### src/rtl/seg_scan_pkg.sv
// seg_scan_pkg: shared types, frame layout constants and helpers for the segment scan controller
package seg_scan_pkg;

    typedef enum logic [1:0] {
        IDLE,
        SHIFT,
        DWELL,
        SAMPLE
    } state_e;

    localparam int FRAME_BITS = 8;
    localparam int N_FRAMES   = 16;
    localparam int COL_MSB    = 7;
    localparam int SCR_MSB    = 5;
    localparam int DIG_MSB    = 3;

    // Frame byte {col, scr, digit}; scr is fc[1:0], col is fc[3:2].
    function automatic logic [FRAME_BITS-1:0] frame_byte(input logic [3:0] fc, input logic [15:0] digits);
        logic [FRAME_BITS-1:0] b;
        b = '0;
        b[COL_MSB -: 2] = fc[3:2];
        b[SCR_MSB -: 2] = fc[1:0];
        b[DIG_MSB -: 4] = digits[{fc[1:0], 2'b00} +: 4];
        return b;
    endfunction

    // Key map position 4*scr+col for a given frame counter.
    function automatic logic [3:0] key_idx(input logic [3:0] fc);
        return {fc[1:0], fc[3:2]};
    endfunction

endpackage

### src/rtl/seg_frame_tx.sv
// seg_frame_tx: 8-bit parallel-to-serial frame shifter with enable framing.
//   clk, rst    : clock, synchronous active-high reset
//   start_i     : load byte_i and begin a frame on this edge
//   byte_i      : frame byte, sent MSB first
//   en_o        : registered frame enable, high for FRAME_BITS cycles
//   mosi_o      : registered serial data, 0 whenever en_o is low
//   done_o      : high during the last enabled bit cycle
module seg_frame_tx
    import seg_scan_pkg::*;
(
    input  logic                  clk,
    input  logic                  rst,
    input  logic                  start_i,
    input  logic [FRAME_BITS-1:0] byte_i,
    output logic                  en_o,
    output logic                  mosi_o,
    output logic                  done_o
);

    localparam int CW = $clog2(FRAME_BITS);

    logic [FRAME_BITS-1:0] sh_q;
    logic [CW-1:0]         cnt_q;
    logic                  en_q;

    always_ff @(posedge clk) begin
        if (rst) begin
            sh_q  <= '0;
            cnt_q <= '0;
            en_q  <= 1'b0;
        end else if (start_i) begin
            sh_q  <= byte_i;
            cnt_q <= '0;
            en_q  <= 1'b1;
        end else if (en_q) begin
            // Clearing the shifter on the last bit keeps mosi low through the dwell.
            sh_q  <= done_o ? '0 : {sh_q[FRAME_BITS-2:0], 1'b0};
            cnt_q <= cnt_q + 1'b1;
            en_q  <= !done_o;
        end
    end

    assign en_o   = en_q;
    assign mosi_o = sh_q[FRAME_BITS-1];
    assign done_o = en_q && (cnt_q == CW'(FRAME_BITS-1));

endmodule

### src/rtl/seg_scan_ctrl.sv
// seg_scan_ctrl: scans 16 display/key frames per sweep and builds a sweep-debounced key map.
//   clk, rst      : clock, synchronous active-high reset
//   scan_en       : 1 = run continuous sweeps (examined at frame end)
//   digits_i      : digit for screen s in bits [4s+3:4s]
//   miso_i        : key return from the decoder, low = selected key pressed
//   en_o, mosi_o  : serial frame interface to the decoder
//   key_state_o   : key map updated once per completed sweep
//   key_evt_o     : one-cycle pulse when key_state_o changes
//   sweep_done_o  : one-cycle pulse after each completed sweep
//   busy_o        : high whenever not idle
module seg_scan_ctrl
    import seg_scan_pkg::*;
#(
    parameter int DWELL_CYC = 64
) (
    input  logic        clk,
    input  logic        rst,
    input  logic        scan_en,
    input  logic [15:0] digits_i,
    input  logic        miso_i,
    output logic        en_o,
    output logic        mosi_o,
    output logic [15:0] key_state_o,
    output logic        key_evt_o,
    output logic        sweep_done_o,
    output logic        busy_o
);

    state_e      state_q, state_d;
    logic [3:0]  fc_q, fc_d;
    logic [9:0]  dc_q, dc_d;
    logic [15:0] shadow_q, shadow_d, shadow_smp;
    logic [15:0] key_q, key_d;
    logic        evt_q, evt_d, done_q, done_d;
    logic        tx_start, tx_done;

    always_comb begin
        state_d    = state_q;
        fc_d       = fc_q;
        dc_d       = dc_q;
        shadow_d   = shadow_q;
        key_d      = key_q;
        evt_d      = 1'b0;
        done_d     = 1'b0;
        shadow_smp = shadow_q;
        shadow_smp[key_idx(fc_q)] = ~miso_i;
        case (state_q)
            IDLE: begin
                fc_d     = '0;
                shadow_d = '0;
                if (scan_en) state_d = SHIFT;
            end
            SHIFT: begin
                dc_d = '0;
                if (tx_done) state_d = DWELL;
            end
            DWELL: begin
                dc_d = dc_q + 1'b1;
                // DWELL covers all en-low cycles except the final SAMPLE cycle.
                if (dc_q == 10'(DWELL_CYC - 2)) state_d = SAMPLE;
            end
            SAMPLE: begin
                fc_d     = fc_q + 1'b1;
                shadow_d = shadow_smp;
                // The sweep completes on the last frame even if scanning stops here.
                if (fc_q == 4'(N_FRAMES - 1)) begin
                    key_d    = shadow_smp;
                    done_d   = 1'b1;
                    evt_d    = shadow_smp != key_q;
                    shadow_d = '0;
                end
                if (scan_en) begin
                    state_d = SHIFT;
                end else begin
                    state_d  = IDLE;
                    fc_d     = '0;
                    shadow_d = '0;
                end
            end
            default: state_d = IDLE;
        endcase
    end

    // A frame is loaded on every edge that enters SHIFT, including back-to-back frames.
    assign tx_start = (state_d == SHIFT) && (state_q != SHIFT);

    always_ff @(posedge clk) begin
        if (rst) begin
            state_q  <= IDLE;
            fc_q     <= '0;
            dc_q     <= '0;
            shadow_q <= '0;
            key_q    <= '0;
            evt_q    <= 1'b0;
            done_q   <= 1'b0;
        end else begin
            state_q  <= state_d;
            fc_q     <= fc_d;
            dc_q     <= dc_d;
            shadow_q <= shadow_d;
            key_q    <= key_d;
            evt_q    <= evt_d;
            done_q   <= done_d;
        end
    end

    seg_frame_tx u_tx (
        .clk     (clk),
        .rst     (rst),
        .start_i (tx_start),
        .byte_i  (frame_byte(fc_d, digits_i)),
        .en_o    (en_o),
        .mosi_o  (mosi_o),
        .done_o  (tx_done)
    );

    assign key_state_o  = key_q;
    assign key_evt_o    = evt_q;
    assign sweep_done_o = done_q;
    assign busy_o       = state_q != IDLE;

endmodule
### config.mk
export PLATFORM = sky130hd
export DESIGN_NAME = seg_scan_ctrl
export DESIGN_NICKNAME = d
export VERILOG_FILES = /design/src/rtl/seg_scan_pkg.sv /design/src/rtl/seg_frame_tx.sv /design/src/rtl/seg_scan_ctrl.sv
export SDC_FILE = /design/constraint.sdc
export NUM_CORES = 1
export LEC_CHECK = 0
export ABC_AREA = 1
export CELL_PAD_IN_SITES_DETAIL_PLACEMENT = 1
export CELL_PAD_IN_SITES_GLOBAL_PLACEMENT = 2
export CORE_MARGIN = 10
export CORE_UTILIZATION = 30
export CTS_CLUSTER_SIZE = 20
export DETAILED_ROUTE_END_ITERATION = 10
export PLACE_DENSITY = 0.74
export SLEW_MARGIN = 30
export SYNTH_ARGS = -nofsm -noshare
export SYNTH_HDL_FRONTEND = slang
export SYNTH_SLANG_ARGS = --single-unit
### constraint.sdc
create_clock -name clk -period 4.6 [get_ports clk]
set_input_delay 1.15 -clock clk [delete_from_list [all_inputs] [get_ports clk]]
set_output_delay 1.15 -clock clk [all_outputs]
set_load 0.01 [all_outputs]
Word-level counts from Yosys, hierarchy flattened
Cells that the tools add are included.
Cells by class
  equality and inequality tests: 9
  magnitude comparators: 2
  shifts and indexed selects: 1
  muxes and demuxes: 20
  add/sub/neg operators: 3
  reductions and logical operators: 13
  bitwise gates (word level): 3
Operators with widths (count)
  16-bit two-way mux: 2
  16-bit case mux with 2 select lines: 1
  8-bit two-way mux: 3
  10-bit case mux with 2 select lines: 1
  16-bit bitwise mux: 1
  16-bit != test: 1
  16-bit by 5-bit indexed part select with 4-bit output: 1
  10-bit by 1-bit adder with 10-bit output (second input constant): 1
  10-bit by 6-bit equality test with 1-bit output (second input constant): 1
  2-bit case mux with 4 select lines: 1
  4-bit case mux with 2 select lines: 1
  2-bit nonzero test: 4
  2-bit two-way mux: 3
  4-bit by 5-bit < comparator with 1-bit output (second input constant): 1
  1-bit two-way mux: 5
  4-bit by 1-bit adder with 4-bit output (second input constant): 1
  1-bit demux with 4-bit select: 1
  2-bit by 1-bit equality test with 1-bit output (second input constant): 2
  2-bit equality test (second input constant): 2
  4-bit equality test (second input constant): 1
  4-bit by 1-bit greater-or-equal comparator with 1-bit output (second input constant): 1
  4-bit two-way mux: 1
  2-bit OR reduction: 2
  3-bit by 1-bit adder with 3-bit output (second input constant): 1
  other kinds (8): 12
Word-level totals
  bits of input ports: 20
  register bits after elaboration: 62
  word-level logic and storage cells: 61
  output and inout port bits: 21

Depth between registers and ports, before layout
Gate-level depths: netlist of the first run.
  depth after elaboration: 8
  gate-level depth with buffers: 13
  depth with buffers taken out: 13

Hierarchy
Synthesis of the first run repeated with hierarchy kept, for this count alone.
Second synthesis, totals
  cell total of the unflattened synthesis: 542
  area total of the unflattened synthesis: 3611.0 sq um
By module, submodules not included
  seg_scan_ctrl: cells an instance 471, sequential area each 1001.0 sq um, times used 1, area an instance 3072.9 sq um
  seg_frame_tx: cells an instance 71, sequential area each 240.2 sq um, times used 1, area an instance 538.0 sq um

Worst setup path after synthesis of the first run
Ideal clock, no wire load.
  kind: input port to flip-flop
  start point: input miso_i
  end point: register evt_q, in the netlist key_evt_o
  path slack: 2.494 ns
  arrival time: 1.988 ns
  cell stages on the path: 9
  library setup time: 0.118 ns
  cells stage by stage: buf_2 -> inv_1 -> nand3_1 -> nand2_1 -> xor2_1 -> nor2_1 -> nand2_1 -> nor2_1 -> a21boi_1
Between the ends
  cells in the longest elaborated chain, start to end: 3
Ends and longest elaborated chain
  from (decl): line seg_scan_ctrl.sv:20  | input logic miso_i,
  1-bit NOT: line seg_scan_ctrl.sv:46  | shadow_smp[key_idx(fc_q)] = ~miso_i;
  16-bit bitwise mux: line seg_scan_ctrl.sv:46
  16-bit != test: line seg_scan_ctrl.sv:69  | evt_d = shadow_smp != key_q;
  to (signal assigned): line seg_scan_ctrl.sv:102  | evt_q <= evt_d;
  to (decl): line seg_scan_ctrl.sv:34  | logic evt_q, evt_d, done_q, done_d;
Every way passes these cells.
A chain may end at the register's enable or synchronous reset.

Worst setup path in the final report of the first run
  start point: register state_q[0]
  end point: output busy_o
Between the ends
  cells in the longest elaborated chain, start to end: 1
Ends and longest elaborated chain
  from (decl): line seg_scan_ctrl.sv:29  | state_e state_q, state_d;
  from (signal assigned): line seg_scan_ctrl.sv:97  | state_q <= state_d;
  2-bit nonzero test: line seg_scan_ctrl.sv:120  | assign busy_o = state_q != IDLE;
  to (decl): line seg_scan_ctrl.sv:26  | output logic busy_o
Every way passes these cells.

==> flow_summary.toml, run 1 <==
[floorplan]
die_y_um = 129.3
num_rows = 39
start_util_pct = 31.00
die_w_um = 129.3
core_sq_um = 11560
pin_count = 41
die_area_sq_um = 16720

[sta]
tightest_slew_ns = 0.6125
finalHoldWorstSlack_ns = 0.4513
setup_tns_ns = 0
fin_ws_ns = 1.789
min_period_over_period_pct = 61.10
max_freq_mhz = 355.8
finClkSkew_ns = 0.006139
rsz0062_at_grt = "no"
period_needed_ns = 2.811
slew-limit-headroom_pct = 58.89
hold_violations = 0
final_max_slew_viol_count = 0
setup_viol = 0

[clock_network]
clock_latency_ns = 0.33
numCtsBuffers = 9
cts_tree = "yes"
clockBufferDepth = 2
htreeDepth = 3
cts.reportedPaths.clkPinSlew_ns = 0.05
post_cts_resized = 0
post_cts_buffers = 0
clock_sinks = 62
hold_buffers = 0
clock-root-buffer = "clkbuf_16"

[synth]
synth.net_count = 558
avgSynthCellArea_sq_um = 6.828
synth_area_leaders = "dfxtp_1 (35%), nand2_1 (17%), ha_1 (4.5%), nand3_1 (4.5%), a21oi_1 (4.3%)"
synth_top_area_share_pct = 34.62
synth_edf_count = 0
netlist_instances = 525
synthFlopType = "dfxtp_1"
yosys_warnings = 0
postSynthRegisterBits = 62
synth_area_sq_um = 3585
yosysTopAreaCell = "dfxtp_1"
yosys.cell_types.count = 43
async_flop_share_pct = 0
ys_seq_area_share_pct = 34.62

[power_and_ir_drop]
power.density_nw_per_um2 = 311.9
leakage_nw = 1.695
max-vdd-ir-drop_mv = 0.1420

[layout]
layout_commonest_cell = "nand2_1"
antennaDiodeCount = 0
fillCellCount = 1453
syn2layout_area_growth_pct = 20.94
layout_common_cells = "nand2_1 (164), dfxtp_1 (62), nor2_1 (41)"
final_layout_size_suffix_gt1_share_pct = 12.72
final_nets = 595

[setup_path]
ff2ff_path_depth = 12
worstPathRequired_ns = 3.45
crit_top_cell = "inv_1"
cp_slowest_cell = "clkdlybuf4s50_1"
critPathLaunchType = "register"
cp-end-kind = "output pin"
r2r-end = "u_tx.sh_q[1]"
path_buf_inv = 3
crit_type = "register to output pin"
cp_top_family = "buffers and inverters"
r2r-start = "state_q[0]"
r2r_setup_slack_ns = 2.27
cp_max_fo = 5
worst_path_largest_cell_delay_ns = 0.53
arrival_ns = 1.66
path_cells = "inv_1, ha_1, inv_1, clkdlybuf4s50_1"

[run]
maxCapViolCount = 0

[route]
drcViolationCount = 0
drt_first_iter_violations = 119
viasPerCell = 4.870
drt_pre_antenna_iters = 4
num_vias = 3453
antenna_left = 0
wirelength_mm = 10.32
post_drt_wl_per_cell_um = 14.55

[grt]
antenna_found_initial = 0
grt_first_pass_wirelength_mm = 17.51
grt_max_degree = 40
grt.overflow.total = 0
grt_usage_pct = 12.93
first_global_vias = 3558

[min_path]
min_to = "shadow_q[15]"
holdCritPathClass = "register to register"
min-delay-start = "shadow_q[15]"
hold_depth = 2

[placement]
gp_congestion = 0.7871
io_buffer_count = 40
post-place-ws_ns = 1.576
hpwl_mm = 7.636

[run_status]
outcome = "finished clean"
Yosys cell counts, drive strengths merged (2+ instances only):
cell type  instances
a21oi             42
buf               14
a21boi             2
o211ai             6
dfxtp             62
a31oi              3
a211oi             5
nand3b             3
clkbuf             4
nand3             41
or2                2
nand4              7
o21ai             32
nor3               6
nand2            175
nor2              45
ha                13
inv               55
nor3b              3
power by group:
group          total [mW]  internal (mW)  switching, mW
Sequential          0.565          0.553         0.0119
Clock               0.627          0.391          0.237
Combinational       0.160         0.0604          0.100
Total                1.35           1.00          0.349
registers in the layout (all words and copies together) (netlist names), 2 cells and up:
signal and cells:
state_q 2, shadow_q 16, u_tx.sh_q 8, fc_q 4
dc_q 10, u_tx.cnt_q 3, key_state_o 16
worst min-delay path, delay by kind of cell (launching register included):
kind                   cells  cell delay, ns
buffers and inverters      1            0.06
DFF                        1            0.29
and+or+nand+nor            1            0.05
worst max path at each step:
stage,cells past startpoint,from,to,slack (ns)
after floorplan,9,miso_i,key_evt_o,2.49
after global placement,9,miso_i,key_evt_o,1.63
after detailed placement,9,miso_i,key_evt_o,1.58
after CTS,4,state_q[0],busy_o,1.74
after global routing,4,state_q[0],busy_o,1.69
final,4,state_q[0],busy_o,1.79
layer usage:
metal,vias to the layer above,track usage [%],share of wire (%)
met5,-,0,0
met4,0,5.753,2.1
met3,14,2.610,3.1
met2,45,20.71,45
met1,1622,16.47,50
li1,1772,-,-
kinds of logic after synthesis:
kind of cell | after synthesis | share of synthesized area [%]
AO/OA/AOI/OAI | 91 | 15.22
XOR/XNOR | 2 | 0.4887
adder cells (fa/ha/maj) | 13 | 4.538
buffers and inverters | 74 | 9.319
flip-flops | 62 | 34.62
AND/OR/NAND/NOR | 283 | 35.81
through the flow:
step | total power, mW | instance area, sq um | util, % | cells
finish | 1.352 | 4335 | 37.49 | 709
global route | 1.415 | 4335 | 37.49 | 709
CTS | 1.374 | 4335 | 37.49 | 709
detailed placement | 0.7393 | 4066 | 35.16 | 694
global placement | 0.7364 | 4066 | 35.16 | 694
floorplan | 0.6961 | 3585 | - | 525
layout make-up:
class / instances / area (sq um) / area share, %
timing repair buffer: 44 / 425.4 / 9.812
tap: 143 / 178.9 / 4.127
clock inverter: 1 / 5.005 / 0.1154
clock buffer: 14 / 264.0 / 6.089
multi-input combinational: 389 / 2009 / 46.35
sequential: 62 / 1241 / 28.63
inverter: 56 / 211.5 / 4.877
No activity file was read; power rests on OpenSTA's default activity.
==> run 2: changes to the inputs <==
--- a/config.mk
+++ b/config.mk
@@ -9,10 +9,10 @@
 export CELL_PAD_IN_SITES_DETAIL_PLACEMENT = 1
 export CELL_PAD_IN_SITES_GLOBAL_PLACEMENT = 2
 export CORE_MARGIN = 10
-export CORE_UTILIZATION = 30
+export CORE_UTILIZATION = 28
 export CTS_CLUSTER_SIZE = 20
 export DETAILED_ROUTE_END_ITERATION = 10
-export PLACE_DENSITY = 0.74
+export PLACE_DENSITY = 0.72
 export SLEW_MARGIN = 30
 export SYNTH_ARGS = -nofsm -noshare
 export SYNTH_HDL_FRONTEND = slang
==> constraint.sdc (replaced) <==
create_clock -name clk -period 2.3 [get_ports clk]
set_input_delay 0.575 -clock clk [delete_from_list [all_inputs] [get_ports clk]]
set_output_delay 0.575 -clock clk [all_outputs]
set_load 0.01 [all_outputs]
==> run 2 against run 1 <==
Effect of this change: routed wire length increased by 3.0%; critical path type unchanged; largest power group unchanged; core utilization decreased by 1.3 points; critical path depth unchanged; non-clock buffer count increased by 9.
==> flow_summary.toml, run 2 (synthesis results as in run 1) <==
[setup_path]
crit_type = "register to output pin"
startpoint = "state_q[1]"
arrival_ns = 1.60
ff2ff_path_depth = 10
cp-end-kind = "output pin"
cp_slowest_cell = "clkdlybuf4s50_1"
r2r_setup_slack_ns = 0.30
r2r-start = "state_q[1]"
crit_top_cell = "inv_1"
worst_path_largest_cell_delay_ns = 0.53
worstPathRequired_ns = 1.73
critPathLaunchType = "register"
r2r-end = "u_tx.sh_q[0]"
cp_max_fo = 4
path_cells = "inv_1, ha_2, inv_1, clkdlybuf4s50_1"

[layout]
final_nets = 604
antennaDiodeCount = 0
layout_commonest_cell = "nand2_1"
design_area_sq_um = 4551
syn2layout_area_growth_pct = 26.95
layout_common_cells = "nand2_1 (164), dfxtp_1 (62), nor2_1 (41)"
final_layout_size_suffix_gt1_share_pct = 14.58

[placement]
io_buffer_count = 40
hpwl_mm = 8.138
gp_congestion = 0.7748
post-place-ws_ns = 0.08662
place_area_sq_um = 4213

[floorplan]
core_sq_um = 12570
num_rows = 41
start_util_pct = 28.52
die_y_um = 133.1
die_area_sq_um = 17730
die_w_um = 133.1
pin_count = 41

[route]
antenna_left = 0
drt_first_iter_violations = 122
drcViolationCount = 0
num_vias = 3476
post_drt_wl_per_cell_um = 14.21
viasPerCell = 4.647
wirelength_mm = 10.63
drt_pre_antenna_iters = 4

[sta]
max_freq_mhz = 459.4
tightest_slew_ns = 0.5717
setup_tns_ns = 0
hold_violations = 0
rsz0062_at_grt = "no"
finClkSkew_ns = 0.006361
final_max_slew_viol_count = 0
slew-limit-headroom_pct = 61.75
min_period_over_period_pct = 94.63
period_needed_ns = 2.177
fin_ws_ns = 0.1234
setup_viol = 0

[grt]
grt_usage_pct = 12.68
first_global_vias = 3610
globalRouteMet2Util_pct = 20.45
antenna_found_initial = 0
top_usage_layer = "met2"
met1_usage_pct = 15.54
grt_max_degree = 40
grt_first_pass_wirelength_mm = 18.30
grt.overflow.total = 0
use_met3_pct = 3.647

[power_and_ir_drop]
p_total_mw = 3.025
p_sw_share_pct = 24.39
combPwrFrac_pct = 11.7
leakage_nw = 1.781
p_switching_mw = 0.7377
power.density_nw_per_um2 = 664.7
p_int_mw = 2.287
power_frac_clock_pct = 50.9
max-vdd-ir-drop_mv = 0.3248
power_frac_seq_pct = 37.4

[clock_network]
htreeDepth = 3
clock_latency_ns = 0.34
post_cts_resized = 0
clock-root-buffer = "clkbuf_16"
post_cts_buffers = 0
cts_tree = "yes"
cts.reportedPaths.clkPinSlew_ns = 0.05
clockBufferDepth = 2
hold_buffers = 0
numCtsBuffers = 9
clock_sinks = 62

[run]
maxCapViolCount = 0

[run_status]
outcome = "finished clean"

[min_path]
hold_depth = 2
min_to = "shadow_q[15]"
holdCritPathClass = "register to register"
min-delay-start = "shadow_q[15]"
[run 2: power by group through the flow]
stage	Combinational [mW]	Sequential (mW)	Clock [mW]
after floorplan	0.242	1.15	0
after global placement	0.356	1.15	0
after detailed placement	0.359	1.15	0
after CTS	0.361	1.13	1.59
after global routing	0.396	1.13	1.64
final	0.355	1.13	1.54
[run 2: routing by layer]
metal | vias to the layer above | share of wire [%]
li1 | 1788 | -
met1 | 1638 | 47
met2 | 39 | 47
met3 | 11 | 4.1
met4 | 0 | 1.7
met5 | - | 0
[run 2: through the flow]
step | utilization (%) | hold slack [ns] | std cells
finish | 36.21 | 0.4473 | 748
detailed placement | 33.52 | 0.4415 | 732
floorplan | - | 0.4242 | 525
global placement | 33.52 | 0.4389 | 732
global route | 36.21 | 0.4849 | 748
CTS | 36.19 | 0.4495 | 748
[run 2: final cells by class]
cell class / instances / area (sq um)
flip-flops and latches: 62 / 1241
well taps: 172 / 215.2
fillers: 1566 / 8018
multi-input cells: 389 / 2012
repair buffers: 53 / 535.5
clock inverters: 3 / 65.06
clock buffers: 13 / 270.3
inverters: 56 / 211.5
[run 2: worst max-delay path: cells and delay by family, from the launching register on]
kind | cells | cell delay (ns)
buffers and inverters | 3 | 0.70
DFF | 1 | 0.39
adders and majority gates | 1 | 0.18
[run 2: worst max path at each step]
stage                     cells after the start      endpoint
after CTS                                     4        busy_o
final                                         4        busy_o
after global routing                          4        busy_o
after detailed placement                     10     key_evt_o
after global placement                       10     key_evt_o
after floorplan                              10  u_tx.sh_q[0]
==> run 3: changes to the inputs <==
--- a/config.mk
+++ b/config.mk
@@ -8,11 +8,12 @@
 export ABC_AREA = 1
 export CELL_PAD_IN_SITES_DETAIL_PLACEMENT = 1
 export CELL_PAD_IN_SITES_GLOBAL_PLACEMENT = 2
-export CORE_MARGIN = 10
+export CORE_MARGIN = 5
 export CORE_UTILIZATION = 28
 export CTS_CLUSTER_SIZE = 20
 export DETAILED_ROUTE_END_ITERATION = 10
-export PLACE_DENSITY = 0.72
+export HOLD_SLACK_MARGIN = 0.05
+export PLACE_DENSITY_LB_ADDON = 0.1
 export SLEW_MARGIN = 30
 export SYNTH_ARGS = -nofsm -noshare
 export SYNTH_HDL_FRONTEND = slang
==> run 3 against run 2 <==
Effect of this change: first-iteration DRC count increased by 11%; setup slack improved by 0.0066 ns; flip-flop and latch count unchanged; combinational power increased by 3%; die area decreased by 14%; critical path depth unchanged; clock skew decreased by 0.0031 ns; sequential power about the same; maximum frequency increased by 0.31%.
==> flow_summary.toml, run 3 (synthesis results as in run 1) <==
[clock_network]
cts.reportedPaths.clkPinSlew_ns = 0.05
clock_sinks = 62
hold_buffers = 0
clockBufferDepth = 2
numCtsBuffers = 9
clock_latency_ns = 0.33
cts_tree = "yes"
htreeDepth = 3
clock-root-buffer = "clkbuf_16"

[layout]
layout_common_cells = "nand2_1 (164), dfxtp_1 (62), nor2_1 (40)"
layout_commonest_cell = "nand2_1"
multi_input_area_sq_um = 2024
final_layout_size_suffix_gt1_share_pct = 14.71
final_nets = 607
register_area_sq_um = 1241
fillCellCount = 1592
design_area_sq_um = 4471
antennaDiodeCount = 0
syn2layout_area_growth_pct = 24.71

[grt]
grt_usage_pct = 14.88
grt_max_degree = 26
grt.overflow.total = 0
first_global_vias = 3458
grt_first_pass_wirelength_mm = 17.46
antenna_found_initial = 0

[sta]
max_freq_mhz = 460.8
setup_tns_ns = 0
setup_viol = 0
period_needed_ns = 2.170
min_period_over_period_pct = 94.34
rsz0062_at_grt = "no"
tightest_slew_ns = 0.5650
hold_violations = 0
slew-limit-headroom_pct = 62.30
finClkSkew_ns = 0.003261
final_max_slew_viol_count = 0

[setup_path]
arrival_ns = 1.59
cp-end-kind = "output pin"
cp_max_fo = 4
crit_type = "register to output pin"
worstPathRequired_ns = 1.73
critPathLaunchType = "register"

[floorplan]
num_rows = 41
die_w_um = 123.1
die_y_um = 123.1
core_sq_um = 12570
die_area_sq_um = 15160
start_util_pct = 28.52
pin_count = 41

[placement]
hpwl_mm = 8.101
io_buffer_count = 40
gp_congestion = 0.7803
place_area_sq_um = 4205

[power_and_ir_drop]
power.density_nw_per_um2 = 600.8
max-vdd-ir-drop_mv = 0.2257
leakage_nw = 1.745

[run]
maxCapViolCount = 0

[run_status]
outcome = "finished clean"

[route]
drt_first_iter_violations = 135
post_drt_wl_per_cell_um = 14.09
drt_pre_antenna_iters = 4
viasPerCell = 4.637
num_vias = 3478
antenna_left = 0
drcViolationCount = 0
wirelength_mm = 10.57

[min_path]
holdCritPathClass = "register to register"
==> run 3: power by group <==
group | internal, mW | switching (mW)
logic | 0.148 | 0.216
clock network | 0.720 | 0.470
registers | 1.11 | 0.0253
==> run 3: per-layer routing <==
metal / share of wire (%) / wire [um] / GRT usage [%] / vias up
li1: - / - / - / 1802
met1: 50 / 5275 / 19.68 / 1635
met2: 47 / 4925 / 24.40 / 28
met3: 1.9 / 197 / 2.470 / 13
met4: 1.6 / 167 / 5.398 / 0
met5: 0 / 0 / 0 / -
==> run 3: layout make-up <==
cell class	count	share of cell area, %
Clock buffer	13	5.374
Inverter	56	4.730
Sequential cell	62	27.76
Timing Repair Buffer	56	11.81
Clock inverter	2	0.2239
Multi-Input combinational cell	389	45.28
Tap cell	172	4.814
==> run 3: path summary, 6_finish.rpt <==
kind                     start           end  slack (ns)  cells after the start
setup / recovery    state_q[1]        busy_o        0.13                      4
hold reg to reg   shadow_q[15]  shadow_q[15]        0.45                      2
setup reg to reg    state_q[0]  u_tx.sh_q[1]        0.28                     12
hold / removal    shadow_q[15]  shadow_q[15]        0.45                      2
==> run 3: critical path, stage by stage (launching register included) <==
cell and delay, ns:
dfxtp_1 0.39, inv_1 0.13, ha_4 0.18, inv_1 0.04, clkdlybuf4s50_1 0.52
==> run 3: stage by stage <==
| step | std cells | setup slack, ns | total power [mW] | hold slack [ns] | util [%] |
|---|---|---|---|---|---|
| after floorplan | 525 | 0.4957 | 1.392 | 0.4242 | - |
| after global placement | 735 | 0.09020 | 1.519 | 0.4424 | 33.46 |
| after detailed placement | 735 | 0.04681 | 1.520 | 0.4441 | 33.46 |
| after CTS | 750 | 0.07936 | 2.742 | 0.4532 | 35.45 |
| after global routing | 750 | 0.02084 | 2.847 | 0.4894 | 35.57 |
| final | 750 | 0.1301 | 2.686 | 0.4474 | 35.57 |
==> run 3: repair_timing <==
action                                  4_1_cts  5_1_grt
setup buffers                                 0        0
endpoints found under the setup margin        0        1
resized for setup                             0        3
